===== config.mk =====
export PLATFORM = sky130hd
export DESIGN_NAME = noite_lobinho
export DESIGN_NICKNAME = d
export VERILOG_FILES = /design/src/rtl/noite_lobinho.sv
export SDC_FILE = /design/constraint.sdc
export NUM_CORES = 1
export LEC_CHECK = 0
export ABC_CLOCK_PERIOD_IN_PS = 5300
export CORE_MARGIN = 2
export CORE_UTILIZATION = 35
export CTS_CLUSTER_SIZE = 20
export DETAILED_ROUTE_END_ITERATION = 16
export PLACE_DENSITY = 0.59
export SLEW_MARGIN = 40
export SYNTH_ARGS = -nofsm -noshare
export SYNTH_HDL_FRONTEND = slang
export SYNTH_SLANG_ARGS = --single-unit

===== constraint.sdc =====
create_clock -name clock -period 5.3 [get_ports clock]
set_input_delay 1.59 -clock clock [delete_from_list [all_inputs] [get_ports clock]]
set_output_delay 1.59 -clock clock [all_outputs]
set_load 0.02 [all_outputs]

===== src/rtl/noite_lobinho.sv =====
// Night-phase sequencer for a werewolf party game: walks the living players in
// order, latches wolf/doctor/seer choices, resolves the kill and checks for a winner.
module noite_lobinho #(
  parameter int N_JOG = 5,
  localparam int WJ = $clog2(N_JOG)
) (
  input  logic               clock,
  input  logic               reset,
  input  logic               novo_jogo,
  input  logic               iniciar,
  input  logic               passa,
  input  logic [N_JOG-1:0]   botoes,
  input  logic [2*N_JOG-1:0] classes,
  output logic [WJ-1:0]      jogador_atual,
  output logic [N_JOG-1:0]   vivos,
  output logic [WJ-1:0]      atacado,
  output logic [WJ-1:0]      protegido,
  output logic               atacado_valido,
  output logic               protegido_valido,
  output logic               revela_valido,
  output logic               revela_lobo,
  output logic               morte,
  output logic [WJ-1:0]      morto,
  output logic               fim_noite,
  output logic               lobos_venceram,
  output logic               aldeoes_venceram,
  output logic [3:0]         db_estado
);

  localparam logic [2:0] OCIOSO   = 3'd0;
  localparam logic [2:0] BUSCA    = 3'd1;
  localparam logic [2:0] VEZ      = 3'd2;
  localparam logic [2:0] PROXIMO  = 3'd3;
  localparam logic [2:0] RESOLVE  = 3'd4;
  localparam logic [2:0] VERIFICA = 3'd5;
  localparam logic [2:0] FIM_JOGO = 3'd6;

  localparam logic [1:0] ALDEAO  = 2'd0;
  localparam logic [1:0] LOBO    = 2'd1;
  localparam logic [1:0] MEDICO  = 2'd2;
  localparam logic [1:0] VIDENTE = 2'd3;

  localparam logic [WJ-1:0] ULTIMO = WJ'(N_JOG - 1);

  logic [2:0]    estado;
  logic [WJ-1:0] escolha;
  logic          escolha_valida;
  logic [WJ-1:0] sel_idx;
  logic          sel_ok;
  logic [1:0]    papel_atual;
  logic [1:0]    papel_escolha;
  logic          passa_ok;
  logic          mata;
  logic [WJ:0]   n_lobos;
  logic [WJ:0]   n_aldeoes;

  assign db_estado = {1'b0, estado};

  // A selection counts only if it is a single living player other than the chooser.
  always_comb begin
    sel_idx = '0;
    for (int i = 0; i < N_JOG; i++) begin
      if (botoes[i]) sel_idx = WJ'(i);
    end
    sel_ok = $onehot(botoes) && ((botoes & vivos) != '0) && !botoes[jogador_atual];
  end

  assign papel_atual   = classes[{jogador_atual, 1'b0} +: 2];
  assign papel_escolha = classes[{escolha, 1'b0} +: 2];
  assign passa_ok      = passa && ((papel_atual == ALDEAO) || escolha_valida);
  assign mata          = atacado_valido && !(protegido_valido && (protegido == atacado));

  always_comb begin
    n_lobos   = '0;
    n_aldeoes = '0;
    for (int i = 0; i < N_JOG; i++) begin
      if (vivos[i]) begin
        if (classes[2*i +: 2] == LOBO) n_lobos = n_lobos + (WJ+1)'(1);
        else                           n_aldeoes = n_aldeoes + (WJ+1)'(1);
      end
    end
  end

  always_ff @(posedge clock or negedge reset) begin
    if (!reset) begin
      estado           <= OCIOSO;
      vivos            <= {N_JOG{1'b1}};
      jogador_atual    <= '0;
      atacado          <= '0;
      protegido        <= '0;
      atacado_valido   <= 1'b0;
      protegido_valido <= 1'b0;
      revela_valido    <= 1'b0;
      revela_lobo      <= 1'b0;
      morte            <= 1'b0;
      morto            <= '0;
      fim_noite        <= 1'b0;
      lobos_venceram   <= 1'b0;
      aldeoes_venceram <= 1'b0;
      escolha          <= '0;
      escolha_valida   <= 1'b0;
    end else if (novo_jogo) begin
      estado           <= OCIOSO;
      vivos            <= {N_JOG{1'b1}};
      jogador_atual    <= '0;
      atacado_valido   <= 1'b0;
      protegido_valido <= 1'b0;
      revela_valido    <= 1'b0;
      morte            <= 1'b0;
      fim_noite        <= 1'b0;
      lobos_venceram   <= 1'b0;
      aldeoes_venceram <= 1'b0;
      escolha          <= '0;
      escolha_valida   <= 1'b0;
    end else begin
      morte     <= 1'b0;
      fim_noite <= 1'b0;
      case (estado)
        OCIOSO: begin
          if (iniciar) begin
            estado           <= BUSCA;
            jogador_atual    <= '0;
            atacado_valido   <= 1'b0;
            protegido_valido <= 1'b0;
            revela_valido    <= 1'b0;
            escolha          <= '0;
            escolha_valida   <= 1'b0;
          end
        end
        BUSCA: begin
          if (vivos[jogador_atual]) begin
            estado <= VEZ;
          end else if (jogador_atual < ULTIMO) begin
            jogador_atual <= jogador_atual + WJ'(1);
          end else begin
            // morte is registered on entry so it is high for exactly the RESOLVE cycle
            estado        <= RESOLVE;
            morte         <= mata;
            revela_valido <= 1'b0;
            if (mata) morto <= atacado;
          end
        end
        VEZ: begin
          if (passa_ok) begin
            case (papel_atual)
              LOBO: begin
                atacado        <= escolha;
                atacado_valido <= 1'b1;
              end
              MEDICO: begin
                protegido        <= escolha;
                protegido_valido <= 1'b1;
              end
              default: ;
            endcase
            revela_valido <= (papel_atual == VIDENTE);
            if (papel_atual == VIDENTE) revela_lobo <= (papel_escolha == LOBO);
            escolha        <= '0;
            escolha_valida <= 1'b0;
            estado         <= PROXIMO;
          end else if (sel_ok) begin
            escolha        <= sel_idx;
            escolha_valida <= 1'b1;
          end
        end
        PROXIMO: begin
          if (jogador_atual < ULTIMO) begin
            jogador_atual <= jogador_atual + WJ'(1);
            estado        <= BUSCA;
          end else begin
            estado        <= RESOLVE;
            morte         <= mata;
            revela_valido <= 1'b0;
            if (mata) morto <= atacado;
          end
        end
        RESOLVE: begin
          if (morte) vivos[atacado] <= 1'b0;
          fim_noite <= 1'b1;
          estado    <= VERIFICA;
        end
        VERIFICA: begin
          if (n_lobos == '0) begin
            aldeoes_venceram <= 1'b1;
            estado           <= FIM_JOGO;
          end else if (n_lobos >= n_aldeoes) begin
            lobos_venceram <= 1'b1;
            estado         <= FIM_JOGO;
          end else begin
            estado <= OCIOSO;
          end
        end
        FIM_JOGO: ;
        default: estado <= OCIOSO;
      endcase
    end
  end

endmodule


==> qor.yml, run 1 <==
dominantRegCellSynth: "dfrtp_1"
setup_viol: 0
layout-drive-gt1-share: 0.197
cts_num_sinks: 32
ir_worst_vdd_mv: 0.0997
reg2regPathDepth: 15
hold_viol_final: 0
nets: 380
cts-buffers-inserted: 5
hold_class: "reg -> reg"
reg2reg_from: "vivos[0]"
syn_inst: 284
synthTopCellsByArea: "dfrtp_1 27%, ha_1 6.9%, dfstp_2 5.2%"
drt_first_pass_iters: 4
clk_pin_slew_ns: 0.07
die_width_microns: 89.3
design_area_sq_um: 3440
cts_tree: "yes"
cts_hold_buf: 0
tightest_slew_ns: 0.551
ant_nets: 0
synth_edf_count: 0
vias: 2247
initial_utilization: 0.357
synth.distinct_cells: 56
crit_arrival_ns: 5.25
slew_headroom: 0.632
r2r_end: "estado[1]"
grt_pass1_vias: 2141
rrSetupSlack_ns: 1.43
drt_wl_total_microns: 6420
min_to: "escolha_valida"
cp_max_fo: 3
maxCapViolCount: 0
cp_data_required_time_ns: 5.48
hp-start: "escolha_valida"
ctsLongestPathBuffers: 2
syn-cell-area_sq_um: 2550
route.detailed.drc: 0
end_kind: "register"
leakage_uw: 0.00152
rsz0062_at_grt: "false"
clock.fmax_mhz: 197
cts-root-buf: "clkbuf_8"
h-tree-depth: 2
n_fill_cell: 698
area_delta_synth_final_pct: 35.1
synth_nets: 320
hpwlAfterDp_microns: 4970
ios: 49
final_cell_mix: "45 x clkdlybuf4s50_1, 28 x nor2_1, 27 x nand2_1, 27 x dfrtp_1, 18 x buf_4"
grtUsageTotal: 0.167
synth_top_area_frac: 0.265
p_per_area_nw_per_um2: 216
skew_ns: 0.00672
placementRows: 31
grt_overflow: 0
grt_pass1_wl_microns: 10200
holdPathStages: 2
period_needed_ns: 5.08
worst_setup_path_start_kind: "input port"
layout_worst_path_cycle_share: 0.958
port-buffer-count: 47
via_per_inst: 5.06
insertion_delay_ns: 0.29
dieHeight_microns: 89.3
wire_per_inst_microns: 14.5
ys_warn_count: 0
status: "finished clean"
core_sq_um: 7140
async_flop_share: 1.00
synth_seq_area_share: 0.317
final_max_slew_viol_count: 0
synth_top_area_cell: "dfrtp_1"
antenna_cells: 0
grt_max_degree: 33
criticalPathCategory: "in -> reg"
die_area_sq_um: 7980
finalPower_uw: 745
final_common_cell: "clkdlybuf4s50_1"
avgSynthCellArea_sq_um: 8.97
initialDrtViolationCount: 111
whs_ns: 0.481
gp_congestion: 0.811
synth.ff_latch_count: 32
placed_area_sq_um: 3200
antenna_found_initial: 0
## where the power goes
group / internal (uW) / switching [uW]
Combinational: 127 / 122
Clock: 139 / 89.2
Sequential: 250 / 17.3
Total: 516 / 228
## layout make-up
class | instances | area (sq um) | share of cell area
well taps | 99 | 124 | 0.0360
repair buffers | 65 | 607 | 0.176
inverters | 13 | 48.8 | 0.0142
clock inverters | 2 | 35.0 | 0.0102
multi-input cells | 227 | 1750 | 0.508
flip-flops and latches | 32 | 807 | 0.234
clock buffers | 6 | 72.6 | 0.0211
## critical path: stages
cell and delay [ns]:
clkdlybuf4s50_1 0.53, nand2b_4 0.08, ha_1 0.28, mux2_4 0.28
ha_4 0.22, mux2_2 0.27, ha_1 0.28, mux2_2 0.28
ha_1 0.30, mux2i_1 0.16, ha_1 0.25, a21boi_2 0.15
o21ai_2 0.12, a211o_1 0.18, o211ai_1 0.10, a22o_1 0.19
## synthesized netlist by cell type, types with 2 or more instances
library cell	count
o41ai_1	2
xor2_1	4
o21ai_0	8
nor3_1	10
clkbuf_1	9
fa_1	2
a21boi_0	2
nor4_1	2
dfrtp_1	27
o31ai_1	2
ha_1	14
nand2_1	29
nand2b_1	12
nand3_1	9
mux2i_1	12
mux4_2	3
dfstp_2	5
mux2_2	11
nand4b_1	2
nand4_1	5
nor2_1	30
and3b_1	3
nor3b_1	3
mux2_4	3
xnor2_1	10
a211oi_1	3
a31oi_1	2
nor2b_1	3
a21o_1	4
nand3b_1	3
and2_1	5
inv_1	13
a21oi_1	9
## logic make-up (layout without fill, tap and decap cells)
group / count (synthesis) / count (layout) / share of synthesized area
other: 1 / 1 / 0.00147
AO/OA/AOI/OAI: 46 / 46 / 0.126
AND/OR/NAND/NOR: 121 / 121 / 0.242
multiplexers: 29 / 29 / 0.140
XOR/XNOR: 14 / 14 / 0.0481
buffers and inverters: 25 / 86 / 0.0417
flip-flops: 32 / 32 / 0.317
adder cells (fa/ha/maj): 16 / 16 / 0.0845
## worst max-delay path by stage
stage          startpoint         to  slack (ns)  cells past startpoint
2_1_floorplan  classes[1]  estado[1]        0.24                     21
3_5_place_dp   classes[1]  estado[1]       -0.38                     17
4_1_cts        classes[3]  estado[1]       0.004                     22
6_report       classes[2]  estado[1]        0.22                     16
3_3_place_gp   classes[1]  estado[1]       -0.32                     17
5_1_grt        classes[3]  estado[1]        0.04                     19
## through the flow
stage	worst slack (ns)	std cells	utilization	TNS, ns
3_3_place_gp	-0.323	434	0.449	-0.956
4_1_cts	0.00386	442	0.467	0
2_1_floorplan	0.236	284	-	0
3_5_place_dp	-0.382	434	0.449	-1.10
5_1_grt	0.0365	444	0.482	0
6_report	0.224	444	0.482	0
## what timing repair did
item	in CTS	in global routing
setup endpoints to repair	3	4
buffers inserted	0	2
pin swaps	3	9
gates resized for setup	4	18
## sequential cells by signal (all words and copies together), names as in the netlist, 3 cells and up
name,flops
atacado,3
escolha,3
estado,3
jogador_atual,3
morto,3
protegido,3
vivos,5
## per-layer routing
| layer | global-route usage | routed length [microns] |
|---|---|---|
| met3 | 0.0369 | 187 |
| met4 | 0.0434 | 57 |
| met5 | 0 | 0 |
| met2 | 0.267 | 3080 |
| met1 | 0.231 | 3090 |
Power figures use the tool's default switching activity.
==> inputs of run 2 (changes only) <==
--- a/config.mk
+++ b/config.mk
@@ -5,12 +5,13 @@
 export SDC_FILE = /design/constraint.sdc
 export NUM_CORES = 1
 export LEC_CHECK = 0
-export ABC_CLOCK_PERIOD_IN_PS = 5300
+export ABC_CLOCK_PERIOD_IN_PS = 4750
 export CORE_MARGIN = 2
 export CORE_UTILIZATION = 35
 export CTS_CLUSTER_SIZE = 20
 export DETAILED_ROUTE_END_ITERATION = 16
-export PLACE_DENSITY = 0.59
+export DONT_BUFFER_PORTS = 1
+export PLACE_DENSITY_LB_ADDON = 0.12
 export SLEW_MARGIN = 40
 export SYNTH_ARGS = -nofsm -noshare
 export SYNTH_HDL_FRONTEND = slang
==> constraint.sdc (replaced) <==
create_clock -name clock -period 4.75 [get_ports clock]
set_input_delay 1.425 -clock clock [delete_from_list [all_inputs] [get_ports clock]]
set_output_delay 1.425 -clock clock [all_outputs]
set_load 0.02 [all_outputs]
==> qor.yml, run 2 (same netlist as run 1, synthesis figures left out) <==
crit_path_max_incr_delay_ns: 0.29
gp_congestion: 0.791
crit_path_top_delay_cell: "ha_1"
drt_wl_total_microns: 6420
h-tree-depth: 2
setup_viol: 0
grt_max_degree: 33
clk_pin_slew_ns: 0.07
die_area_sq_um: 7980
criticalPathCategory: "in -> reg"
cts-buffers-inserted: 5
layout-drive-gt1-share: 0.213
crit_family: "adder cells"
rsz0062_at_grt: "false"
port-buffer-count: 0
skew_ns: 0.00596
end_kind: "register"
crit_arrival_ns: 4.79
seqCellArea_sq_um: 807
design_area_sq_um: 2900
cts-root-buf: "clkbuf_8"
hold_class: "reg -> reg"
crit_buf_inv: 0
initialDrtViolationCount: 132
whs_ns: 0.488
antenna_cells: 0
dieHeight_microns: 89.3
nets: 326
cp_max_fo: 3
fin_util: 0.407
via_per_inst: 5.24
hold_viol_final: 0
worst_setup_path_start_kind: "input port"
ant_nets: 0
wire_per_inst_microns: 16.5
multi_input_area_sq_um: 1730
hpwlAfterDp_microns: 5060
ir_worst_vdd_mv: 0.170
initial_utilization: 0.357
ios: 49
cp_data_required_time_ns: 4.93
grt_overflow: 0
vias: 2045
placed_area_sq_um: 2720
core_sq_um: 7140
path_cells: "nand2b_4 -> and2_4 -> ha_1 -> mux2_4 -> ha_4 -> mux2_2 -> ha_1 -> mux2_4 -> ha_1 -> mux2i_1 -> ha_1 -> a21boi_1 -> o21ai_1 -> a211o_1 -> o211ai_1 -> a22o_1"
use_met2: 0.263
p_per_area_nw_per_um2: 268
tightest_slew_ns: 0.733
layout_worst_path_cycle_share: 0.970
final_cell_mix: "29 x nor2_1, 27 x dfrtp_1, 26 x nand2_1"
grt-busiest-layer: "met2"
clock.fmax_mhz: 217
leakage_uw: 0.00130
cts_num_sinks: 32
insertion_delay_ns: 0.29
n_fill_cell: 746
grt_pass1_wl_microns: 10600
globalRouteMet1Util: 0.245
grtUsageTotal: 0.174
largest_register: "vivos"
cts_tree: "yes"
final_max_slew_viol_count: 0
use_met3: 0.0526
setup_tns_ns: 0
grt_pass1_vias: 2054
drt_first_pass_iters: 4
status: "finished clean"
maxCapViolCount: 0
ctsLongestPathBuffers: 2
crit_path_frequent_cell: "ha_1"
die_width_microns: 89.3
route.detailed.drc: 0
largest_reg_flops: 5
slew_headroom: 0.511
antenna_found_initial: 0
period_needed_ns: 4.61
placementRows: 31
finalPower_uw: 778
final_common_cell: "nor2_1"
area_delta_synth_final_pct: 13.9
run 2: changes by cell type in the layout (fill, tap and decap cells not counted), moves of 2 or more:
cell / change
clkdlybuf4s50_1: -45
and2_4: +2
buf_4: -7
and2_1: -2
run 2: through the flow:
stage | instances | setup WS [ns]
6_report | 390 | 0.143
4_1_cts | 389 | 0.0922
2_1_floorplan | 284 | 0.00967
3_3_place_gp | 381 | -0.140
3_5_place_dp | 381 | -0.215
5_1_grt | 390 | 0.00142
run 2: power by group:
part / leakage [uW] / switching, uW / internal, uW
Clock: 0.0000541 / 110 / 155
Sequential: 0.000428 / 26.9 / 279
Combinational: 0.000820 / 101 / 106
Total: 0.00130 / 238 / 540
run 2: metal layers:
metal / share of wire / vias to the layer above
li1: - / 1025
met3: 0.063 / 8
met2: 0.46 / 46
met1: 0.47 / 966
met4: 0.011 / 0
met5: 0 / -
run 2: area by class of cell:
type	count	area share
Clock inverter	3	0.0147
Multi-Input combinational cell	227	0.596
Inverter	13	0.0168
Timing Repair Buffer	11	0.0285
Sequential cell	32	0.278
Clock buffer	5	0.0237
Tap cell	99	0.0427
run 2: what timing repair did:
item                       in CTS  in global routing
setup buffers                   0                  1
setup endpoints to repair       0                  4
hold buffers                    0                  0
gates resized for setup         0                 13
run 2: worst paths after layout:
check                                    start          endpoint  slack, ns  cells after the start
worst max-delay path                classes[1]         estado[1]       0.14                     16
worst min-delay path            escolha_valida    escolha_valida       0.49                      2
worst max register to register        vivos[0]         estado[1]       0.77                     15
worst min register to register  escolha_valida    escolha_valida       0.49                      2
max in group asynchronous                reset          vivos[0]       3.74                      0
min in group asynchronous                reset  aldeoes_venceram       0.82                      0
run 2: tightest hold or removal path: cells and delay by family, from the launching register on:
kind            cells  cell delay, ns
flops               1            0.34
compound gates      1            0.07
simple gates        1            0.04
==> inputs of run 3 (changes only) <==
--- a/config.mk
+++ b/config.mk
@@ -6,6 +6,8 @@
 export NUM_CORES = 1
 export LEC_CHECK = 0
 export ABC_CLOCK_PERIOD_IN_PS = 4750
+export CAP_MARGIN = 20
+export CORE_ASPECT_RATIO = 1.75
 export CORE_MARGIN = 2
 export CORE_UTILIZATION = 35
 export CTS_CLUSTER_SIZE = 20
==> qor.yml, run 3 (same netlist as run 1, synthesis figures left out) <==
use_met2: 0.347
core_sq_um: 7130
leakage_uw: 0.00132
h-tree-depth: 2
antenna_found_initial: 0
grt_pass1_vias: 2280
port-buffer-count: 0
crit_path_frequent_cell: "ha_1"
nets: 329
crit_arrival_ns: 4.75
drt_wl_total_microns: 6990
die_width_microns: 68.5
vias: 2117
insertion_delay_ns: 0.29
grt_pass1_wl_microns: 11200
cts-buffers-inserted: 5
cts_tree: "yes"
slew_headroom: 0.506
ios: 49
grt-busiest-layer: "met2"
initialDrtViolationCount: 74
maxCapViolCount: 0
clk_pin_slew_ns: 0.06
ant_nets: 0
drt_first_pass_iters: 4
finalPower_uw: 858
layout-drive-gt1-share: 0.197
finalWorstSetupSlack_ns: 0.173
seqCellArea_sq_um: 807
grt_max_degree: 33
placementRows: 41
criticalPathCategory: "in -> reg"
area_delta_synth_final_pct: 14.7
layout_worst_path_cycle_share: 0.964
worst_setup_path_start_kind: "input port"
cp_data_required_time_ns: 4.93
ir_worst_vdd_mv: 0.261
cts_num_sinks: 32
final_cell_mix: "30 x nor2_1, 29 x nand2_1, 27 x dfrtp_1"
cts_hold_buf: 0
grtUsageTotal: 0.192
multi_input_area_sq_um: 1710
design_area_sq_um: 2920
n_fill_cell: 734
path_cells: "nand2b_4 -> and2_4 -> ha_1 -> mux2_4 -> ha_4 -> mux2_2 -> ha_1 -> mux2_4 -> ha_4 -> mux2i_2 -> ha_1 -> a21boi_1 -> o21ai_1 -> a211o_1 -> o211ai_1 -> a22o_1"
period_needed_ns: 4.58
ctsLongestPathBuffers: 2
cp_max_fo: 3
route.detailed.drc: 0
dp_slack_ns: -0.250
crit_path_top_delay_cell: "ha_1"
hpwlAfterDp_microns: 5460
hold_viol_final: 0
end_kind: "register"
crit_path_max_incr_delay_ns: 0.30
status: "finished clean"
hold_class: "reg -> reg"
initial_utilization: 0.357
placed_area_sq_um: 2730
antenna_cells: 0
setup_viol: 0
fin_util: 0.410
largest_register: "vivos"
final_common_cell: "nor2_1"
die_area_sq_um: 8000
final_max_slew_viol_count: 0
dp.cells: 371
p_per_area_nw_per_um2: 294
use_met3: 0.0497
gp_congestion: 0.796
largest_reg_flops: 5
dieHeight_microns: 117
clock.fmax_mhz: 219
grt_overflow: 0
tightest_slew_ns: 0.741
wire_per_inst_microns: 18.4
cts-root-buf: "clkbuf_16"
via_per_inst: 5.57
globalRouteMet1Util: 0.200
skew_ns: 0.00292
fin_cells: 380
-- run 3: routing by layer --
metal / part of all wire / wire length (microns)
met2: 0.54 / 3760
met1: 0.37 / 2610
met5: 0 / 0
met3: 0.062 / 433
met4: 0.028 / 193
-- run 3: what timing repair did --
item                                    CTS  global route
buffers inserted                          0             1
resized for setup                         0             6
endpoints found under the hold margin     0             0
endpoints found under the setup margin    0             3
-- run 3: per-stage QoR --
stage / TNS (ns) / hold slack, ns
floorplan: 0 / 0.442
global placement: -0.584 / 0.491
detailed placement: -0.695 / 0.513
CTS: 0 / 0.526
global route: -0.0153 / 0.551
finish: 0 / 0.521
-- run 3: area by class of cell --
type	instances	share of cell area
multi-input combinational	227	0.583
sequential	32	0.276
timing repair buffer	14	0.0360
tap	86	0.0368
clock buffer	5	0.0428
inverter	13	0.0167
clock inverter	3	0.00813
-- run 3: final timing paths --
| path | depth (start not counted) | slack, ns | endpoint | start |
|---|---|---|---|---|
| min | 2 | 0.52 | escolha_valida | escolha_valida |
| max reg2reg | 15 | 0.76 | estado[1] | vivos[0] |
| max in group asynchronous | 0 | 3.74 | vivos[1] | reset |
| min reg2reg | 2 | 0.52 | escolha_valida | escolha_valida |
| min in group asynchronous | 0 | 0.83 | aldeoes_venceram | reset |
| max | 16 | 0.17 | estado[1] | classes[1] |
-- run 3: worst max-delay path, delay by kind of cell --
family                     cells  cell delay, ns
AOI/OAI and AO/OA              5            0.73
adders and majority gates      5            1.27
muxes                          4            1.05
and+or+nand+nor                2            0.27
-- run 3: report_power, final --
group	switching [uW]	internal [uW]
sequential	27.1	279
combinational	110	116
clock	131	195
total	268	590
